`src/rtl/intersection_sequencer.sv`:
```
// Central phase controller for a four-arm intersection.
// Generates the slow tick strobe and blink wave, sequences green phases
// S -> N -> E -> V with an all-red clearance between them, and falls back
// to yellow blink on night request or on a green-phase watchdog timeout.
module intersection_sequencer #(
  parameter int DIV           = 50_000_000,
  parameter int CLEAR_TICKS   = 2,
  parameter int BLINK_TICKS   = 1,
  parameter int TIMEOUT_TICKS = 40
) (
  input  logic       clk,
  input  logic       rst,
  input  logic       night_mode,
  input  logic       ready_N,
  input  logic       ready_S,
  input  logic       ready_E,
  input  logic       ready_V,
  output logic [2:0] stare_semafor,
  output logic       clk_div,
  output logic       clk_div_int,
  output logic       fault
);

  localparam int DW   = (DIV > 1) ? $clog2(DIV) : 1;
  localparam int PMAX = (CLEAR_TICKS > TIMEOUT_TICKS) ? CLEAR_TICKS : TIMEOUT_TICKS;
  localparam int PW   = $clog2(PMAX + 1);
  localparam int BW   = (BLINK_TICKS > 1) ? $clog2(BLINK_TICKS) : 1;

  // State encodings double as the phase code driven to the light blocks.
  typedef enum logic [2:0] {
    GREEN_S = 3'b000,
    GREEN_N = 3'b001,
    GREEN_E = 3'b010,
    GREEN_V = 3'b011,
    CLEAR   = 3'b100,
    BLINK   = 3'b111
  } state_t;

  state_t          state, state_nxt;
  logic [1:0]      next_dir, next_dir_nxt;
  logic            fault_nxt;
  logic [DW-1:0]   div_cnt, div_nxt;
  logic [BW-1:0]   blink_cnt;
  logic [PW-1:0]   phase_cnt;
  logic [3:0]      rdy_now, rdy_prev;
  logic [1:0]      cur_dir;
  logic            tick, rdy_edge, clear_done, timeout;

  assign tick    = (div_cnt == DW'(DIV - 1));
  assign div_nxt = tick ? '0 : div_cnt + 1'b1;

  // Indexed by direction code: S=0, N=1, E=2, V=3.
  assign rdy_now    = {ready_V, ready_E, ready_N, ready_S};
  assign cur_dir    = state[1:0];
  assign rdy_edge   = rdy_now[cur_dir] & ~rdy_prev[cur_dir];
  assign clear_done = tick && (phase_cnt == PW'(CLEAR_TICKS - 1));
  assign timeout    = tick && (phase_cnt == PW'(TIMEOUT_TICKS - 1));

  assign stare_semafor = state;

  // Free-running divider; the strobe is registered one cycle ahead so it
  // is low exactly while div_cnt sits at DIV-1.
  always_ff @(posedge clk or negedge rst) begin
    if (!rst) begin
      div_cnt <= '0;
      clk_div <= 1'b1;
    end else begin
      div_cnt <= div_nxt;
      clk_div <= (div_nxt != DW'(DIV - 1));
    end
  end

  // Blink square wave, toggling after every BLINK_TICKS ticks in any state.
  always_ff @(posedge clk or negedge rst) begin
    if (!rst) begin
      blink_cnt   <= '0;
      clk_div_int <= 1'b0;
    end else if (tick) begin
      if (blink_cnt == BW'(BLINK_TICKS - 1)) begin
        blink_cnt   <= '0;
        clk_div_int <= ~clk_div_int;
      end else begin
        blink_cnt <= blink_cnt + 1'b1;
      end
    end
  end

  // Previous ready levels; sampling every cycle means a level already high
  // when a green phase is entered never looks like a fresh edge.
  always_ff @(posedge clk or negedge rst) begin
    if (!rst) rdy_prev <= '0;
    else      rdy_prev <= rdy_now;
  end

  // Per-phase tick counter, restarted on every state change.
  always_ff @(posedge clk or negedge rst) begin
    if (!rst)                         phase_cnt <= '0;
    else if (state_nxt != state)      phase_cnt <= '0;
    else if (tick && state != BLINK)  phase_cnt <= phase_cnt + 1'b1;
  end

  // FSM state, rotation pointer and sticky fault.
  always_ff @(posedge clk or negedge rst) begin
    if (!rst) begin
      state    <= CLEAR;
      next_dir <= 2'b00;
      fault    <= 1'b0;
    end else begin
      state    <= state_nxt;
      next_dir <= next_dir_nxt;
      fault    <= fault_nxt;
    end
  end

  // Next-state logic: night request outranks everything outside BLINK,
  // and a ready edge outranks a simultaneous timeout.
  always_comb begin
    state_nxt    = state;
    next_dir_nxt = next_dir;
    fault_nxt    = fault;
    case (state)
      BLINK: begin
        if (!fault && !night_mode) begin
          state_nxt    = CLEAR;
          next_dir_nxt = 2'b00;
        end
      end
      CLEAR: begin
        if (night_mode)      state_nxt = BLINK;
        else if (clear_done) state_nxt = state_t'({1'b0, next_dir});
      end
      default: begin
        if (night_mode) begin
          state_nxt = BLINK;
        end else if (rdy_edge) begin
          state_nxt    = CLEAR;
          next_dir_nxt = next_dir + 2'd1;
        end else if (timeout) begin
          state_nxt    = BLINK;
          fault_nxt    = 1'b1;
          next_dir_nxt = next_dir + 2'd1;
        end
      end
    endcase
  end

endmodule

```
`config.mk`:
```
export PLATFORM = sky130hd
export DESIGN_NAME = intersection_sequencer
export DESIGN_NICKNAME = d
export VERILOG_FILES = /design/src/rtl/intersection_sequencer.sv
export SDC_FILE = /design/constraint.sdc
export NUM_CORES = 1
export LEC_CHECK = 0
export CORE_MARGIN = 2
export CORE_UTILIZATION = 45
export DETAILED_ROUTE_END_ITERATION = 6
export GPL_TIMING_DRIVEN = 0
export PLACE_DENSITY = 0.7
export SYNTH_ARGS = -nofsm -noshare
export SYNTH_HDL_FRONTEND = slang
export SYNTH_SLANG_ARGS = --single-unit
```
`constraint.sdc`:
```
create_clock -name clk -period 2.75 [get_ports clk]
set_input_delay 0.55 -clock clk [delete_from_list [all_inputs] [get_ports clk]]
set_output_delay 0.55 -clock clk [all_outputs]
set_load 0.05 [all_outputs]
```
# ---- Word level (Yosys, flattened, before mapping)
# Index checks and enable logic that the tools add are counted.
dict set report op_classes {
  add_sub_neg 4
  n_lt_le_gt_ge 1
  eq_ne 10
  mux 20
  n_bitwise 8
  n_reduce_logical 12
}
# cell n
set op_table {}
lappend op_table {{26-bit by 1-bit adder with 26-bit output (second input constant)} 1}
lappend op_table {{26-bit == test (second input constant)} 1}
lappend op_table {{26-bit two-way mux} 1}
lappend op_table {{26-bit != test (second input constant)} 1}
lappend op_table {{3-bit two-way mux} 6}
lappend op_table {{6-bit two-way mux} 2}
lappend op_table {{2-bit two-way mux} 4}
lappend op_table {{4-bit AND reduction} 2}
lappend op_table {{1-bit inverter} 7}
lappend op_table {{6-bit by 1-bit adder with 6-bit output (second input constant)} 1}
lappend op_table {{3-bit == test (second input constant)} 2}
lappend op_table {{6-bit by 1-bit == test with 1-bit output (second input constant)} 1}
lappend op_table {{6-bit == test (second input constant)} 1}
lappend op_table {{3-bit one-hot mux with 2 select lines} 1}
lappend op_table {{1-bit binary-select mux with 2-bit select} 2}
lappend op_table {{1-bit logical AND} 4}
lappend op_table {{2-bit one-hot mux with 2 select lines} 1}
lappend op_table {{2-bit by 3-bit less-than comparator with 1-bit output (second input constant)} 1}
lappend op_table {{1-bit two-way mux} 3}
lappend op_table {{3-bit != test} 1}
lappend op_table {{3-bit != test (second input constant)} 1}
lappend op_table {{3-bit nonzero test} 1}
lappend op_table {{2-bit by 1-bit adder with 2-bit output (second input constant)} 1}
lappend op_table {{1-bit logical NOT} 2}
lappend op_table {{other kinds (7)} 7}
dict set report word_totals {
  reg_bits 45
  elab_cells 64
}

# ---- Depth between registers and ports, before layout
# Gate-level depths: netlist of the first run.
dict set report depth {
  ltp_word 9
  ltp_mapped 8
}

# ---- Least setup slack after synthesis of the first run
# OpenSTA, ideal clock, no wires.
dict set report synth_timing {
  path_kind {reg-to-reg}
  start {register state[2], in the netlist stare_semafor[2]}
  end {register phase_cnt[1]}
  arrival_time_ns 2.159
  required_ns 2.625
  slack_ns 0.465
  path_stages_with_launch 8
  n_path_buf 1
  path_cell_list {dfstp_2 > buf_2 > and3_1 > a211oi_1 > a32o_1 > a21oi_1 > o22ai_1 > a2111oi_0}
}
dict set report synth_between {
  elab_chain_cells 6
  word_cells_on_any_way 14
}
# element line_no
set synth_lines {}
lappend synth_lines {{start, declared} 39} ;# state_t state, state_nxt;
lappend synth_lines {{start signal, assigned} 109} ;# state <= state_nxt;
lappend synth_lines {{3-bit two-way mux} 138} ;# end else if (timeout) begin
lappend synth_lines {{3-bit two-way mux} 135} ;# end else if (rdy_edge) begin
lappend synth_lines {{3-bit two-way mux} 133} ;# if (night_mode) begin
lappend synth_lines {{3-bit one-hot mux with 2 select lines} 121} ;# case (state)
lappend synth_lines {{3-bit != test} 98} ;# else if (state_nxt != state) phase_cnt <= '0;
lappend synth_lines {{6-bit two-way mux or 2-bit nonzero test (tied branches)} -}
lappend synth_lines {{end signal, assigned} 99} ;# else if (tick && state != BLINK) phase_cnt <= phase_cnt + 1'b1;
lappend synth_lines {{end, declared} 44} ;# logic [PW-1:0] phase_cnt;
# Several ways; a longest one is shown, not always the timed one.
# A chain may end at the register's enable or synchronous reset.

# ---- Worst setup path after layout of the first run
dict set report layout_timing {
  start {register div_cnt[0]}
  end {register next_dir[1]}
}
dict set report layout_between {
  elab_chain_cells 4
}
# element line_no
set layout_lines {}
lappend layout_lines {{start, declared} 42} ;# logic [DW-1:0] div_cnt, div_nxt;
lappend layout_lines {{start signal, assigned} 68} ;# div_cnt <= div_nxt;
lappend layout_lines {{26-bit == test} 49} ;# assign tick = (div_cnt == DW'(DIV - 1));
lappend layout_lines {{1-bit logical AND} 57} ;# assign timeout = tick && (phase_cnt == PW'(TIMEOUT_TICKS - 1));
lappend layout_lines {{3-bit nonzero test (no source line)} -}
lappend layout_lines {{4-bit AND reduction (no source line)} -}
lappend layout_lines {{end signal, assigned} 110} ;# next_dir <= next_dir_nxt;
lappend layout_lines {{end, declared} 40} ;# logic [1:0] next_dir, next_dir_nxt;
# No other way between the ends.

==> results of run 1 <==
==> critical path: cells and delay by family, from the launching register on <==
family          cells  cell delay (ns)
compound gates      2             0.56
flops               1             0.42
fa+ha+maj           1             0.23
buf+inv             1             0.27
simple gates        4             0.94
==> flip-flops by register name, indices dropped and copies added (netlist names) <==
register and count:
next_dir 2, fault 1, rdy_prev 4, div_cnt 26, phase_cnt 6, clk_div_int 1
clk_div 1, stare_semafor 3
==> power by group <==
group          total [mW]  leakage (nW)  switching (mW)  internal, mW
registers           0.705         0.576          0.0259         0.679
logic               0.557         0.573           0.355         0.202
clock network       0.396        0.0422           0.218         0.179
total                1.66          1.19           0.599          1.06
==> final cells by class <==
cell class / instances / area share, %
Inverter: 9 / 1.18
Tap cell: 72 / 3.13
Multi-Input combinational cell: 204 / 48.3
Clock buffer: 7 / 2.66
Timing Repair Buffer: 13 / 4.70
Buffer: 10 / 1.48
Clock inverter: 1 / 0.174
Sequential cell: 44 / 38.4
==> routing by layer <==
metal | vias to the layer above | routed length (um) | track usage, %
met1 | 990 | 2490 | 25.1
met2 | 54 | 2570 | 31.1
met3 | 12 | 219 | 3.98
met5 | - | 0 | 0
li1 | 1010 | - | -
met4 | 0 | 98 | 6.55
==> metrics by stage <==
| stage | cell area (um^2) | utilization (%) |
|---|---|---|
| after global routing | 2870 | 52.2 |
| after detailed placement | 2780 | 50.4 |
| after CTS | 2860 | 51.9 |
| final | 2870 | 52.2 |
| after global placement | 2760 | 50.1 |
| after floorplan | 2550 | - |
==> synthesized netlist by cell type, types with 2 or more instances <==
cell       count
dfrtp_1       42
nand4_1       13
xor2_1        16
o22ai_1        2
and4_1         4
and3_1         7
a21oi_1        7
a31oi_1        2
nor3_1        11
a211o_1        2
a21o_1         4
nor3b_1        2
nor4bb_1       2
nor2b_1        4
nand3_1       16
o2111ai_1      2
clkbuf_1       6
ha_1           3
buf_2          3
o21ai_0       10
a211oi_1       2
nand2b_1       3
nor4_1         2
nand2_1       16
dfstp_2        2
nor4_4         2
nor2_1        26
xnor2_1       13
inv_1          9
or3_1          5
==> what timing repair did <==
| action | in CTS | in global routing |
|---|---|---|
| gates resized for setup | 0 | 2 |
| endpoints found under the setup margin | 0 | 6 |
| buffers inserted | 0 | 0 |
==> worst max path at each step <==
stage,from,endpoint,cells after the start
after global placement,rst,div_cnt[20],1
after detailed placement,night_mode,phase_cnt[1],7
after global routing,div_cnt[0],next_dir[1],8
after floorplan,stare_semafor[2],phase_cnt[1],7
final,div_cnt[0],next_dir[1],8
after CTS,div_cnt[0],phase_cnt[1],8
==> cell families (layout without fill, tap and decap cells) <==
family                   after synthesis  after routing
flip-flops                            44             44
XOR/XNOR                              29             29
AND/OR/NAND/NOR                      126            126
multiplexers                           1              1
AO/OA/AOI/OAI                         45             45
adder cells (fa/ha/maj)                3              3
buffers and inverters                 19             40
==> results.md, run 1 <==
* Synth warn at 0
* Register clock-pin slew on the reported worst setup and hold paths at approximately 0.080 ns
* CP max-delay cell: dfrtp_1
* Worst-Skew Late Latency at 0.30 ns
* Critical Path, Cell by Cell: ha_1 -> and3_1 -> clkbuf_1 -> nand4_1 -> nor3_2 -> nor2_1 -> o311a_1 -> a211o_1
* Diodes inserted at 0
* Seq/Total Area, Yosys at between 40% and 50%
* Sink Count at 44
* Total GRT Usage at a little under a fifth
* Compound-gate portion of the synthesized area at 12.8%
* CTS tree: done
* Worst Path Max Fanout at 7
* First-pass GRT wire length at about 9.5 mm
* Reg2Reg Setup Slack at 0.21 ns
* Simple-gate share of the synthesized area at about 29%
* Final critical-path setup slack at between 0.2 and 0.25 ns
* Die ar. at ~0.0063 mm^2
* Worst Hold Slack at ~0.19 ns
* Crit. End Element: register
* Commonest non-fill, non-tap cell in the layout: dfrtp_1
* Register area at approximately 0.0011 mm^2
* Drt via density at between 5 and 6
* Library cells used by synthesis at a little under 60
* I/O Buffers at 12
* DIE HEIGHT at between 70 and 80 um
* WP data required at 2.94 ns
* I/O Pins at 13
* Drt total wl at 5.37 mm
* Clk root buf: clkbuf_8
* Leakage at between 1 and 1.5 nW
* Worst Max-Slew Pin Slew at about 1.1 ns
* CTS Buf Count at 5
* Largest net degree at the start of global routing at 27
* Hold violation count in the final report at 0
* FF+latch count, synth at 44
* Clock skew at 0.00641 ns
* FP Rows at 27
* Status: completed
* Reg2reg path depth at 8
* Number of max-cap violations at 0
* Synthesized cell area at between 0.002 and 0.003 mm^2
* Syn nets at 277
* Rel. slew slack at between 20% and 30%
* Vias in the first global route at between 1,500 and 2,000
* Area grow syn2layout at 12.7%
* Total power at between 1.5 and 2 mW
* RR Endpoint: next_dir[1]
* Largest vdd supply drop at between 0.4 and 0.5 mV
* Maximum clock path buffer count at 2
* 1st-iter DRT viols at between 100 and 150
* Share of layout cells above drive strength 1 at 9.72%
* Mux cell area share after synthesis at 0.441%
* Post-synth EDFFs at 0
* CP max stage delay at 0.42 ns
* Max Clk Rate at 394 MHz
* PD cells at approximately 580 mW/mm^2
* Nets at about 300
* Hpwl dp at just under 4 mm
* Largest family of logic cells by synthesized area: simple AND/OR/NAND/NOR gates
* DR vias at 2,066
* Post-DRT Antenna Nets at 0
* Initial antenna violation count at 0
* Placed Cells at ~350
* Post-synth top area share at roughly two fifths
* Area occupied by multi-input gates at 0.00139 mm^2
* GRT overflow at 0
* Synth Area in XOR/XNOR at under 10%
* R2R Path Start: div_cnt[0]
* DRT Pass-1 Iters at 4
* Setup_tns at 0 ns
* WS Path Type: register to register
* Largest cells by area after synthesis: dfrtp_1 41%, xor2_1 5.5%, xnor2_1 4.5%, nor2_1 3.8%, nand4_1 3.2%
* Pre-CTS setup slack at -0.0166 ns
* Fill count at 500
* Synth Flop Type: dfrtp_1
* Most frequent cells in the layout: 42 x dfrtp_1, 26 x nor2_1, 16 x nand2_1, 16 x nand3_1, 16 x xor2_1
* Post-synthesis cell count at about 270
* HP Class: input pin to asynchronous set/reset pin
* Minimum clock period at approximately 2.5 ns
* Routability cong. at about 0.90
* DR WL/cell at roughly 15 um
* Crit path arrival time at 2.73 ns
* Non-filler instance count after layout at 360
* Final setup viols at 0
* Post-Syn Area per Cell at 9.56 um^2
* CTS H-tree lvls at 2
* Post-synthesis adder-cell area fraction at approximately 1.5%
* Final slew viol count at 0
* Cell taking the most area after synthesis: dfrtp_1
* Worst setup SP type: register
* Post-route DRC at 0
* Hold Buf Count CTS at 0
* Die X at 79.3 um
* Period utilization at slightly above 90%
* Core Area at around 0.0055 mm^2
* Initial core utilization at between 40 and 50%
* RSZ-0062 raised after global routing: yes
* Asr flop ratio synth at between 90% and 100%
Note: power is estimated with default switching activity, not from simulation.
==> run 2, diff against run 1 <==
--- a/config.mk
+++ b/config.mk
@@ -5,11 +5,12 @@
 export SDC_FILE = /design/constraint.sdc
 export NUM_CORES = 1
 export LEC_CHECK = 0
+export ABC_CLOCK_PERIOD_IN_PS = 2750
 export CORE_MARGIN = 2
-export CORE_UTILIZATION = 45
+export CORE_UTILIZATION = 55
 export DETAILED_ROUTE_END_ITERATION = 6
 export GPL_TIMING_DRIVEN = 0
-export PLACE_DENSITY = 0.7
+export PLACE_DENSITY = 0.81
 export SYNTH_ARGS = -nofsm -noshare
 export SYNTH_HDL_FRONTEND = slang
 export SYNTH_SLANG_ARGS = --single-unit
==> run 2 against run 1 <==
Clock-buffer cell count decreased by 1. Core utilization up 12 points. First-iteration DRC count increased by 77%. Sequential share of layout area grew 0.32 points. Via count increased by 1.2%. Combinational power is 2% lower. Critical path type unchanged. Largest power group unchanged.
==> results.md, run 2 (synthesis gave the netlist of run 1 again) <==
* Final slew viol count at 0
* Crit path arrival time at ~2.7 ns
* Largest vdd supply drop at around 0.36 mV
* CP max-delay cell: o32ai_2
* Total power at roughly 1.7 mW
* Period utilization at slightly above 90%
* Final setup viols at 0
* Rel. slew slack at between 30 and 40%
* Pre-CTS setup slack at -0.147 ns
* CTS Buf Count at 5
* Die ar. at about 0.0052 mm^2
* Most flops, register: div_cnt
* CP max stage delay at about 0.51 ns
* Biggest regs: div_cnt x26, phase_cnt x6, rdy_prev x4
* Clk root buf: clkbuf_8
* DRT Pass-1 Iters at 5
* Initial antenna violation count at 0
* HP Class: input pin to asynchronous set/reset pin
* CTS tree: done
* Initial core utilization at just under 60%
* Critical Path, Cell by Cell: ha_1 -> and3_1 -> clkbuf_1 -> nand4_1 -> nor2_4 -> a31oi_1 -> o32ai_2 -> a2111oi_1
* Sink Count at 44
* Worst Path Max Fanout at 8
* Worst setup SP type: register
* Share of layout cells above drive strength 1 at 10.4%
* Post-DP Area at 0.00275 mm^2
* Leakage at approximately 1.2 nW
* WS Path Type: register to register
* DR vias at roughly 2,100
* Hpwl dp at 3.87 mm
* Diodes inserted at 0
* Vias in the first global route at 2,037
* Post-DRT Antenna Nets at 0
* Status: completed
* Register clock-pin slew on the reported worst setup and hold paths at about 0.090 ns
* Worst Max-Slew Pin Slew at slightly above 1 ns
* R2R Path Start: div_cnt[0]
* Number of max-cap violations at 0
* Drt via density at 6.15
* Largest net degree at the start of global routing at 33
* First-pass GRT wire length at ~9.4 mm
* Met3 WL at approximately 200 um
* Routability cong. at just over 0.9
* Met2 wire length at around 2.7 mm
* Total GRT Usage at 22.8%
* 1st-iter DRT viols at roughly 190
* DR WL/cell at roughly 16 um
* Final instance area at ~0.0029 mm^2
* PD cells at 589 mW/mm^2
* Area grow syn2layout at 11.7%
* Commonest non-fill, non-tap cell in the layout: dfrtp_1
* Die X at 72.1 um
* Clock skew at around 0.010 ns
* WP data required at ~2.9 ns
* Top layer used by detailed routing: met4
* Final critical-path setup slack at ~0.19 ns
* FP Rows at 24
* Most frequent cells in the layout: 42 x dfrtp_1, 26 x nor2_1, 16 x nand2_1, 16 x nand3_1, 16 x xor2_1
* GRT overflow at 0
* Max Clk Rate at between 300 and 400 MHz
* DIE HEIGHT at slightly above 70 um
* Crit. Startpoint: div_cnt[0]
* Largest register FFs at 26
* Crit. End Element: register
* Fill count at 394
* Nets at around 300
* Core Area at ~0.0044 mm^2
* I/O Pins at 13
* Maximum clock path buffer count at 2
* Met1 WL at ~2.5 mm
* Worst-Skew Late Latency at 0.30 ns
* Post-route DRC at 0
* Drt total wl at roughly 5.4 mm
* Hold violation count in the final report at 0
* CTS H-tree lvls at 2
* I/O Buffers at 12
* Minimum clock period at between 2 and 3 ns
-- run 2: where the power goes --
group | internal (mW) | switching (mW)
Clock | 0.201 | 0.226
Combinational | 0.190 | 0.357
Sequential | 0.679 | 0.0251
Total | 1.07 | 0.608
-- run 2: worst max-delay path: cells and delay by family (launching register included) --
family | cells | cell delay (ns)
compound gates | 3 | 0.80
simple gates | 3 | 0.70
flops | 1 | 0.43
fa+ha+maj | 1 | 0.23
buf+inv | 1 | 0.25
-- run 2: cell type report --
type | count | area (um^2) | area share [%]
inverters | 9 | 33.8 | 1.19
multi-input cells | 204 | 1380 | 48.3
clock buffers | 6 | 82.6 | 2.90
well taps | 52 | 65.1 | 2.28
repair buffers | 13 | 135 | 4.74
flip-flops and latches | 44 | 1100 | 38.7
plain buffers | 10 | 42.5 | 1.49
clock inverters | 2 | 10.0 | 0.351
-- run 2: path summary, 6_finish.rpt --
path | end | slack (ns) | cells past startpoint
setup / recovery | phase_cnt[1] | 0.19 | 8
hold / removal | stare_semafor[1] | 0.12 | 1
setup reg to reg | phase_cnt[1] | 0.19 | 8
hold reg to reg | clk_div_int | 0.49 | 1
max in group asynchronous | clk_div | 2.08 | 2
min in group clk | clk_div_int | 0.49 | 1
-- run 2: layer usage --
metal	up-vias	global-route usage, %
li1	1017	-
met1	1023	31.4
met2	45	35.8
met3	6	4.44
met4	0	8.60
met5	-	0
-- run 2: repair_timing --
| action | 4_1_cts | 5_1_grt |
|---|---|---|
| gates resized for setup | 0 | 2 |
| buffers inserted | 0 | 0 |
| hold buffers | 0 | 0 |
| setup endpoints to repair | 0 | 2 |
-- run 2: metrics by stage --
stage | setup TNS [ns] | std cells | util, % | hold WS [ns]
6_report | 0 | 340 | 64.6 | 0.123
5_1_grt | -0.0245 | 340 | 64.6 | 0.144
4_1_cts | 0 | 340 | 64.4 | 0.131
3_5_place_dp | -0.147 | 332 | 62.3 | 0.457
3_3_place_gp | 0 | 331 | 62.0 | 0.462
2_1_floorplan | 0 | 267 | - | 0.254
